<file path="src/rtl/port_traffic_gen_pkg.sv">
// Shared types, constants and helpers for the port traffic generator.
package port_traffic_gen_pkg;

  // Widest port mask the helpers below handle.
  localparam int MAX_PORTS = 16;

  // Feedback taps at stages 16,14,13,11 (bit positions 15,13,12,10).
  localparam logic [15:0] LFSR_TAPS         = 16'hB400;
  localparam logic [15:0] LFSR_DEFAULT_SEED = 16'hACE1;

  typedef enum logic [1:0] {
    UNICAST   = 2'd0,
    MULTICAST = 2'd1,
    BROADCAST = 2'd2
  } pkt_type_e;

  typedef enum logic [1:0] {
    IDLE = 2'd0,
    SEND = 2'd1,
    GAP  = 2'd2,
    DONE = 2'd3
  } gen_state_e;

  // Mask with every existing port set except the generator's own.
  function automatic logic [MAX_PORTS-1:0] other_ports_mask(input int port_id, input int num_ports);
    logic [MAX_PORTS-1:0] m;
    m = '0;
    for (int i = 0; i < MAX_PORTS; i++) begin
      if ((i < num_ports) && (i != port_id)) begin
        m[i] = 1'b1;
      end else begin
        m[i] = 1'b0;
      end
    end
    return m;
  endfunction

  // Two LFSR bits select the packet kind; 00 and 01 both mean unicast.
  function automatic pkt_type_e decode_type(input logic [1:0] code);
    case (code)
      2'b10:   return MULTICAST;
      2'b11:   return BROADCAST;
      default: return UNICAST;
    endcase
  endfunction

  // Number of set bits in a port mask.
  function automatic logic [7:0] popcount(input logic [MAX_PORTS-1:0] v);
    logic [7:0] cnt;
    cnt = 8'd0;
    for (int i = 0; i < MAX_PORTS; i++) begin
      cnt = cnt + {7'd0, v[i]};
    end
    return cnt;
  endfunction

endpackage

</file>
<file path="src/rtl/port_traffic_gen_lfsr16.sv">
// 16-bit Fibonacci LFSR with synchronous load and advance enable.
// A zero seed would lock the register up, so it is swapped for the default.
module lfsr16
  import port_traffic_gen_pkg::*;
(
  input  logic        clk,
  input  logic        rst_n,
  input  logic        load,
  input  logic        enable,
  input  logic [15:0] seed,
  output logic [15:0] state
);

  logic fb_s;

  assign fb_s = ^(state & LFSR_TAPS);

  // Shift register: load has priority over advance; hold otherwise.
  always_ff @(posedge clk or negedge rst_n) begin
    if (!rst_n) begin
      state <= LFSR_DEFAULT_SEED;
    end else if (load) begin
      state <= (seed == 16'd0) ? LFSR_DEFAULT_SEED : seed;
    end else if (enable) begin
      state <= {state[14:0], fb_s};
    end else begin
      state <= state;
    end
  end

endmodule

</file>
<file path="src/rtl/port_traffic_gen.sv">
// Pseudo-random packet source for one switch input port. Packet fields come
// from an LFSR, inter-packet gaps are random and masked, and sent / dropped
// traffic is tallied in saturating counters. All outputs are registered, so
// every output reflects the generator state of the previous cycle.
module port_traffic_gen
  import port_traffic_gen_pkg::*;
#(
  parameter int PORT_ID    = 0,
  parameter int NUM_PORTS  = 4,
  parameter int DATA_WIDTH = 8,
  parameter int CNT_WIDTH  = 16,
  parameter int BACKOFF    = 1
) (
  input  logic                  clk,
  input  logic                  rst_n,
  input  logic                  start,
  input  logic [15:0]           num_pkts,
  input  logic [15:0]           seed,
  input  logic [3:0]            gap_max,
  input  logic                  fifo_full_in,
  output logic                  valid_out,
  output logic [3:0]            source_out,
  output logic [NUM_PORTS-1:0]  target_out,
  output logic [DATA_WIDTH-1:0] data_out,
  output logic                  busy,
  output logic                  done,
  output logic [CNT_WIDTH-1:0]  sent_cnt,
  output logic [CNT_WIDTH-1:0]  drop_cnt
);

  localparam logic [MAX_PORTS-1:0] OTHERS_FULL = other_ports_mask(PORT_ID, NUM_PORTS);
  localparam logic [NUM_PORTS-1:0] OTHERS      = OTHERS_FULL[NUM_PORTS-1:0];
  localparam logic [1:0]           PORT_IDX    = PORT_ID[1:0];
  localparam logic [3:0]           SOURCE_ID   = PORT_ID[3:0];
  localparam logic [CNT_WIDTH-1:0] CNT_MAX     = {CNT_WIDTH{1'b1}};
  localparam logic [CNT_WIDTH-1:0] CNT_ONE     = {{(CNT_WIDTH-1){1'b0}}, 1'b1};

  gen_state_e            state_r, state_nxt_s;
  logic [15:0]           rem_r, rem_nxt_s;
  logic [3:0]            gap_r, gap_nxt_s;
  logic [3:0]            gap_max_r;
  logic [15:0]           lfsr_s;
  logic                  lfsr_load_s, lfsr_en_s, lfsr_stuck_s;
  logic [15:0]           lfsr_seed_s;
  logic                  start_acc_s, emit_s;
  logic [1:0]            idx_s;
  logic [NUM_PORTS-1:0]  onehot_s, target_s;
  logic [MAX_PORTS-1:0]  target_ext_s;
  logic [7:0]            pop_s;
  logic [DATA_WIDTH-1:0] data_s;
  logic [3:0]            gap_s;
  logic [CNT_WIDTH:0]    drop_sum_s;

  // A zero LFSR can only come from an upset; recover by reloading the default.
  assign lfsr_stuck_s = (lfsr_s == 16'd0);
  assign lfsr_load_s  = start_acc_s | lfsr_stuck_s;
  assign lfsr_seed_s  = start_acc_s ? seed : LFSR_DEFAULT_SEED;
  assign lfsr_en_s    = (state_r == SEND) || (state_r == GAP);

  lfsr16 u_lfsr (
    .clk    (clk),
    .rst_n  (rst_n),
    .load   (lfsr_load_s),
    .enable (lfsr_en_s),
    .seed   (lfsr_seed_s),
    .state  (lfsr_s)
  );

  // Packet fields, gap length and drop tally derived from the current LFSR.
  always_comb begin
    idx_s = lfsr_s[3:2];
    if (idx_s == PORT_IDX) begin
      idx_s = (int'(idx_s) == NUM_PORTS - 1) ? 2'd0 : idx_s + 2'd1;
    end else begin
      idx_s = lfsr_s[3:2];
    end
    onehot_s = {{(NUM_PORTS-1){1'b0}}, 1'b1} << idx_s;
    case (decode_type(lfsr_s[1:0]))
      UNICAST:   target_s = onehot_s;
      MULTICAST: target_s = OTHERS & ~onehot_s;
      BROADCAST: target_s = OTHERS;
      default:   target_s = onehot_s;
    endcase
    target_ext_s                  = '0;
    target_ext_s[NUM_PORTS-1:0]   = target_s;
    pop_s      = popcount(target_ext_s);
    data_s     = DATA_WIDTH'(lfsr_s[15:8]);
    gap_s      = lfsr_s[11:8] & gap_max_r;
    drop_sum_s = {1'b0, drop_cnt} + {{(CNT_WIDTH-7){1'b0}}, pop_s};
  end

  // Next-state logic: run control, packet emission and gap countdown.
  always_comb begin
    state_nxt_s = state_r;
    rem_nxt_s   = rem_r;
    gap_nxt_s   = gap_r;
    start_acc_s = 1'b0;
    emit_s      = 1'b0;
    case (state_r)
      IDLE, DONE: begin
        if (start) begin
          start_acc_s = 1'b1;
          rem_nxt_s   = num_pkts;
          state_nxt_s = (num_pkts == 16'd0) ? DONE : SEND;
        end else begin
          state_nxt_s = state_r;
        end
      end
      SEND: begin
        if ((BACKOFF != 0) && fifo_full_in) begin
          state_nxt_s = SEND;
        end else begin
          emit_s = 1'b1;
          if (rem_r <= 16'd1) begin
            state_nxt_s = DONE;
          end else begin
            rem_nxt_s = rem_r - 16'd1;
            if (gap_s == 4'd0) begin
              state_nxt_s = SEND;
            end else begin
              state_nxt_s = GAP;
              gap_nxt_s   = gap_s;
            end
          end
        end
      end
      GAP: begin
        if (gap_r <= 4'd1) begin
          state_nxt_s = SEND;
        end else begin
          gap_nxt_s = gap_r - 4'd1;
        end
      end
      default: begin
        state_nxt_s = IDLE;
      end
    endcase
  end

  // Control registers: FSM state, packets remaining, gap counter, gap mask.
  always_ff @(posedge clk or negedge rst_n) begin
    if (!rst_n) begin
      state_r   <= IDLE;
      rem_r     <= 16'd0;
      gap_r     <= 4'd0;
      gap_max_r <= 4'd0;
    end else begin
      state_r   <= state_nxt_s;
      rem_r     <= rem_nxt_s;
      gap_r     <= gap_nxt_s;
      gap_max_r <= start_acc_s ? gap_max : gap_max_r;
    end
  end

  // Registered outputs: packet strobe with zeroed idle fields, status, counters.
  always_ff @(posedge clk or negedge rst_n) begin
    if (!rst_n) begin
      valid_out  <= 1'b0;
      source_out <= 4'd0;
      target_out <= '0;
      data_out   <= '0;
      busy       <= 1'b0;
      done       <= 1'b0;
      sent_cnt   <= '0;
      drop_cnt   <= '0;
    end else begin
      valid_out  <= emit_s;
      source_out <= emit_s ? SOURCE_ID : 4'd0;
      target_out <= emit_s ? target_s : '0;
      data_out   <= emit_s ? data_s : '0;
      busy       <= (state_r == SEND) || (state_r == GAP);
      done       <= (state_r == DONE) && !start_acc_s;
      if (start_acc_s) begin
        sent_cnt <= '0;
        drop_cnt <= '0;
      end else if (emit_s) begin
        sent_cnt <= (sent_cnt == CNT_MAX) ? CNT_MAX : sent_cnt + CNT_ONE;
        if (fifo_full_in) begin
          drop_cnt <= drop_sum_s[CNT_WIDTH] ? CNT_MAX : drop_sum_s[CNT_WIDTH-1:0];
        end else begin
          drop_cnt <= drop_cnt;
        end
      end else begin
        sent_cnt <= sent_cnt;
        drop_cnt <= drop_cnt;
      end
    end
  end

endmodule

</file>
<file path="config.mk">
export PLATFORM = sky130hd
export DESIGN_NAME = port_traffic_gen
export DESIGN_NICKNAME = d
export VERILOG_FILES = /design/src/rtl/port_traffic_gen_pkg.sv /design/src/rtl/port_traffic_gen_lfsr16.sv /design/src/rtl/port_traffic_gen.sv
export SDC_FILE = /design/constraint.sdc
export NUM_CORES = 1
export LEC_CHECK = 0
export CAP_MARGIN = 20
export CORE_MARGIN = 1.5
export CORE_UTILIZATION = 53
export DETAILED_ROUTE_END_ITERATION = 8
export HOLD_SLACK_MARGIN = 0.12
export PLACE_DENSITY = 0.86
export RECOVER_POWER = 100
export SLEW_MARGIN = 40
export SYNTH_ARGS = -nofsm -noshare
export SYNTH_HDL_FRONTEND = slang
export SYNTH_SLANG_ARGS = --single-unit
</file>
<file path="constraint.sdc">
create_clock -name clk -period 2.4 [get_ports clk]
set_input_delay 0.48 -clock clk [delete_from_list [all_inputs] [get_ports clk]]
set_output_delay 0.48 -clock clk [all_outputs]
set_load 0.02 [all_outputs]
</file>
==> impl_metrics.py <==
metrics = {
    "status": {
        "status": "completed",
    },
    "drt": {
        "wire_per_inst_um": 18.0,
        "drc": 0,
        "ant_nets": 0,
        "dr_total_vias": 4511,
        "wl_um": 12800,
        "firstDrtPassIters": 6,
        "first_iter_violations": 351,
        "via_per_inst": 6.35,
    },
    "setup_path": {
        "crit_chain": "inv_1, ha_1, nor2_1, nand4b_1, o221ai_1, mux2i_1",
        "cp.arrival_ns": 2.53,
        "rr_worst_depth": 6,
        "max_stage_delay_ns": 0.48,
        "critPathMaxFanout": 9,
        "critPathSlowestCell": "nand4b_1",
        "crit_path_end_kind": "flop",
        "critPathKind": "reg -> reg",
        "worst_setup_path_start_kind": "flop",
        "cp_data_required_time_ns": 2.68,
    },
    "global_route": {
        "grt_pass1_vias": 4292,
        "use_met2": 0.429,
        "grt_max_degree": 43,
        "use_met1": 0.351,
        "grt_antenna_before_repair": 0,
        "grt-ovfl-total": 0,
        "grt_busiest_layer": "met2",
        "grt_util_all_layers": 0.265,
        "grt_pass1_wl_um": 21000,
        "met3_usage": 0.0387,
    },
    "timing": {
        "drv_slew": 0,
        "setup_viol": 0,
        "fin_crit_sh": 0.939,
        "slew-limit-headroom": 0.240,
        "skew_ns": 0.00980,
        "final.setup.tns_ns": 0,
        "worstMarginPinSlew_ns": 1.14,
        "rsz0062_at_grt": "no",
        "timing.fmax_ghz": 0.444,
        "period_needed_ns": 2.25,
        "hold_viol_final": 0,
    },
    "cts": {
        "clock_latency_ns": 0.37,
        "cts-buffers-inserted": 9,
        "clkSinkCount": 89,
        "cts_tree": "yes",
        "clk_pin_slew_ns": 0.10,
        "cts_setup_buffers": 0,
        "htree_num_levels": 3,
        "ctsRootBufferMaster": "clkbuf_8",
        "cts_resized": 0,
        "clock_path_buffers": 2,
    },
    "place": {
        "place.gp.congestion": 0.943,
        "dpl.hpwl_um": 9350,
        "placed_cells": 693,
        "port_buffers": 86,
    },
    "synthesis": {
        "synthArstFlopShare": 1.00,
        "seq_area_frac_synth": 0.456,
        "synth_common_cells": "81 x dfrtp_1, 49 x nand2_1, 38 x nor2_1",
        "ys_ff_latch": 89,
        "synth.top_cells.by_area": "dfrtp_1 41%, dfstp_2 4.3%, and2_1 4.1%",
        "synth_most_common_cell": "dfrtp_1",
        "syn_area_per_cell_um2": 9.59,
        "netlist_instances": 512,
        "synth_top_area_frac": 0.413,
        "yosysWarnings": 0,
        "synth_area_um2": 4910,
        "synth_edf_count": 0,
        "yosysUniqueCellTypes": 78,
        "yosys.area.top_type": "dfrtp_1",
        "synth-main-ff-cell": "dfrtp_1",
    },
    "floorplan": {
        "die_w_um": 99.2,
        "boundaryPins": 91,
        "die_y_um": 99.2,
        "coreArea_um2": 8850,
        "rows": 34,
        "die-area_um2": 9850,
        "start_util": 0.555,
    },
    "pwr": {
        "p_leak_uw": 0.00267,
        "p_clk_frac": 0.170,
        "sw_frac_of_total": 0.427,
        "p_sw_uw": 3020,
        "total_power_uw": 7070,
        "power_density_nw_per_um2": 1160,
        "combPwrFrac": 0.467,
        "vdd_drop_max_uv": 545,
        "seq_power_share": 0.363,
        "intPower_uw": 4050,
    },
    "min_path": {
        "hp-class": "reg -> reg",
        "hold_depth": 1,
    },
    "finish": {
        "drive_gt1_frac": 0.0880,
        "syn_to_final_growth_pct": 24.0,
        "final_nets": 649,
        "diodes": 0,
        "fin_cells": 710,
    },
    "run": {
        "max-cap-violations": 0,
    },
}
per-stage QoR:
stage / utilization / setup WS [ns] / hold WS (ns) / instance area (um^2)
after floorplan: - / 0.484 / 0.184 / 4920
after global placement: 0.666 / 0.227 / 0.424 / 5890
after detailed placement: 0.666 / 0.176 / 0.425 / 5890
after CTS: 0.693 / 0.286 / 0.496 / 6130
after global routing: 0.688 / 0.0401 / 0.499 / 6090
final: 0.688 / 0.145 / 0.486 / 6090
flip-flops by register name (all words and copies together), names as in the netlist, 2 cells and up:
| register | flops |
|---|---|
| drop_cnt | 16 |
| rem_r | 16 |
| sent_cnt | 16 |
| u_lfsr.state | 16 |
| data_out | 8 |
| gap_max_r | 4 |
| gap_r | 4 |
| target_out | 4 |
| state_r | 2 |
final cells by class:
cell class              count  area, um^2
flip-flops and latches     89        2240
clock inverters             7         110
inverters                  19        71.3
multi-input cells         374        2440
well taps                 108         135
fillers                   666        2760
clock buffers               9         124
repair buffers            104         967
worst max-delay path, delay by kind of cell (launching register included):
family,cells,cell delay [ns]
and+or+nand+nor,2,0.59
AOI/OAI and AO/OA,1,0.46
DFF,1,0.44
adders and majority gates,1,0.27
muxes,1,0.26
buffers and inverters,1,0.14
timing repair:
item	in CTS	in global routing
endpoints found under the hold margin	25	0
endpoints found under the setup margin	0	0
hold buffers	1	0
kinds of logic after synthesis:
| logic type | synth area share |
|---|---|
| AOI/OAI and AO/OA | 0.198 |
| xor gates and xnor gates | 0.00357 |
| adders and majority gates | 0.0306 |
| buffers and inverters | 0.0479 |
| DFF | 0.456 |
| muxes | 0.0212 |
| other | 0.000764 |
| and+or+nand+nor | 0.242 |
layout by cell type (no fill, tap or decap), types with 6 or more instances in the layout:
cell              n
dfrtp_1          81
nand2_1          49
dlygate4sd3_1    48
nor2_1           38
clkdlybuf4s50_1  38
o21ai_0          26
and2_1           21
a21oi_1          20
inv_1            18
nor3_1           14
a31oi_1          14
ha_1             12
and2_0           11
nor4_1           10
nand3_1          10
buf_4            10
clkbuf_8          9
nand4_1           8
dfstp_2           8
a211oi_1          7
mux2i_1           7
clkbuf_1          7
nor2b_1           6
nor4b_1           6
per-layer routing:
layer / part of all wire / up-vias
li1: - / 2055
met1: 0.42 / 2197
met2: 0.48 / 228
met3: 0.073 / 31
met4: 0.030 / 0
met5: 0 / -
path summary, 6_finish.rpt:
| check | from | endpoint | slack (ns) |
|---|---|---|---|
| min | drop_cnt[1] | drop_cnt[1] | 0.49 |
| min reg2reg | drop_cnt[1] | drop_cnt[1] | 0.49 |
| min in group asynchronous | rst_n | drop_cnt[11] | 0.55 |
| max | rem_r[1] | gap_r[1] | 0.15 |
| max in group asynchronous | rst_n | sent_cnt[3] | 0.48 |
| max reg2reg | rem_r[1] | gap_r[1] | 0.15 |
power groups by stage:
stage / Clock, uW / Combinational [uW] / Sequential, uW
after floorplan: 0 / 2360 / 2520
after global placement: 0 / 3220 / 2540
final: 1200 / 3300 / 2560
after CTS: 1210 / 3350 / 2550
after global routing: 1270 / 3630 / 2640
after detailed placement: 0 / 3320 / 2580
Note: power is estimated with default switching activity, not from simulation.
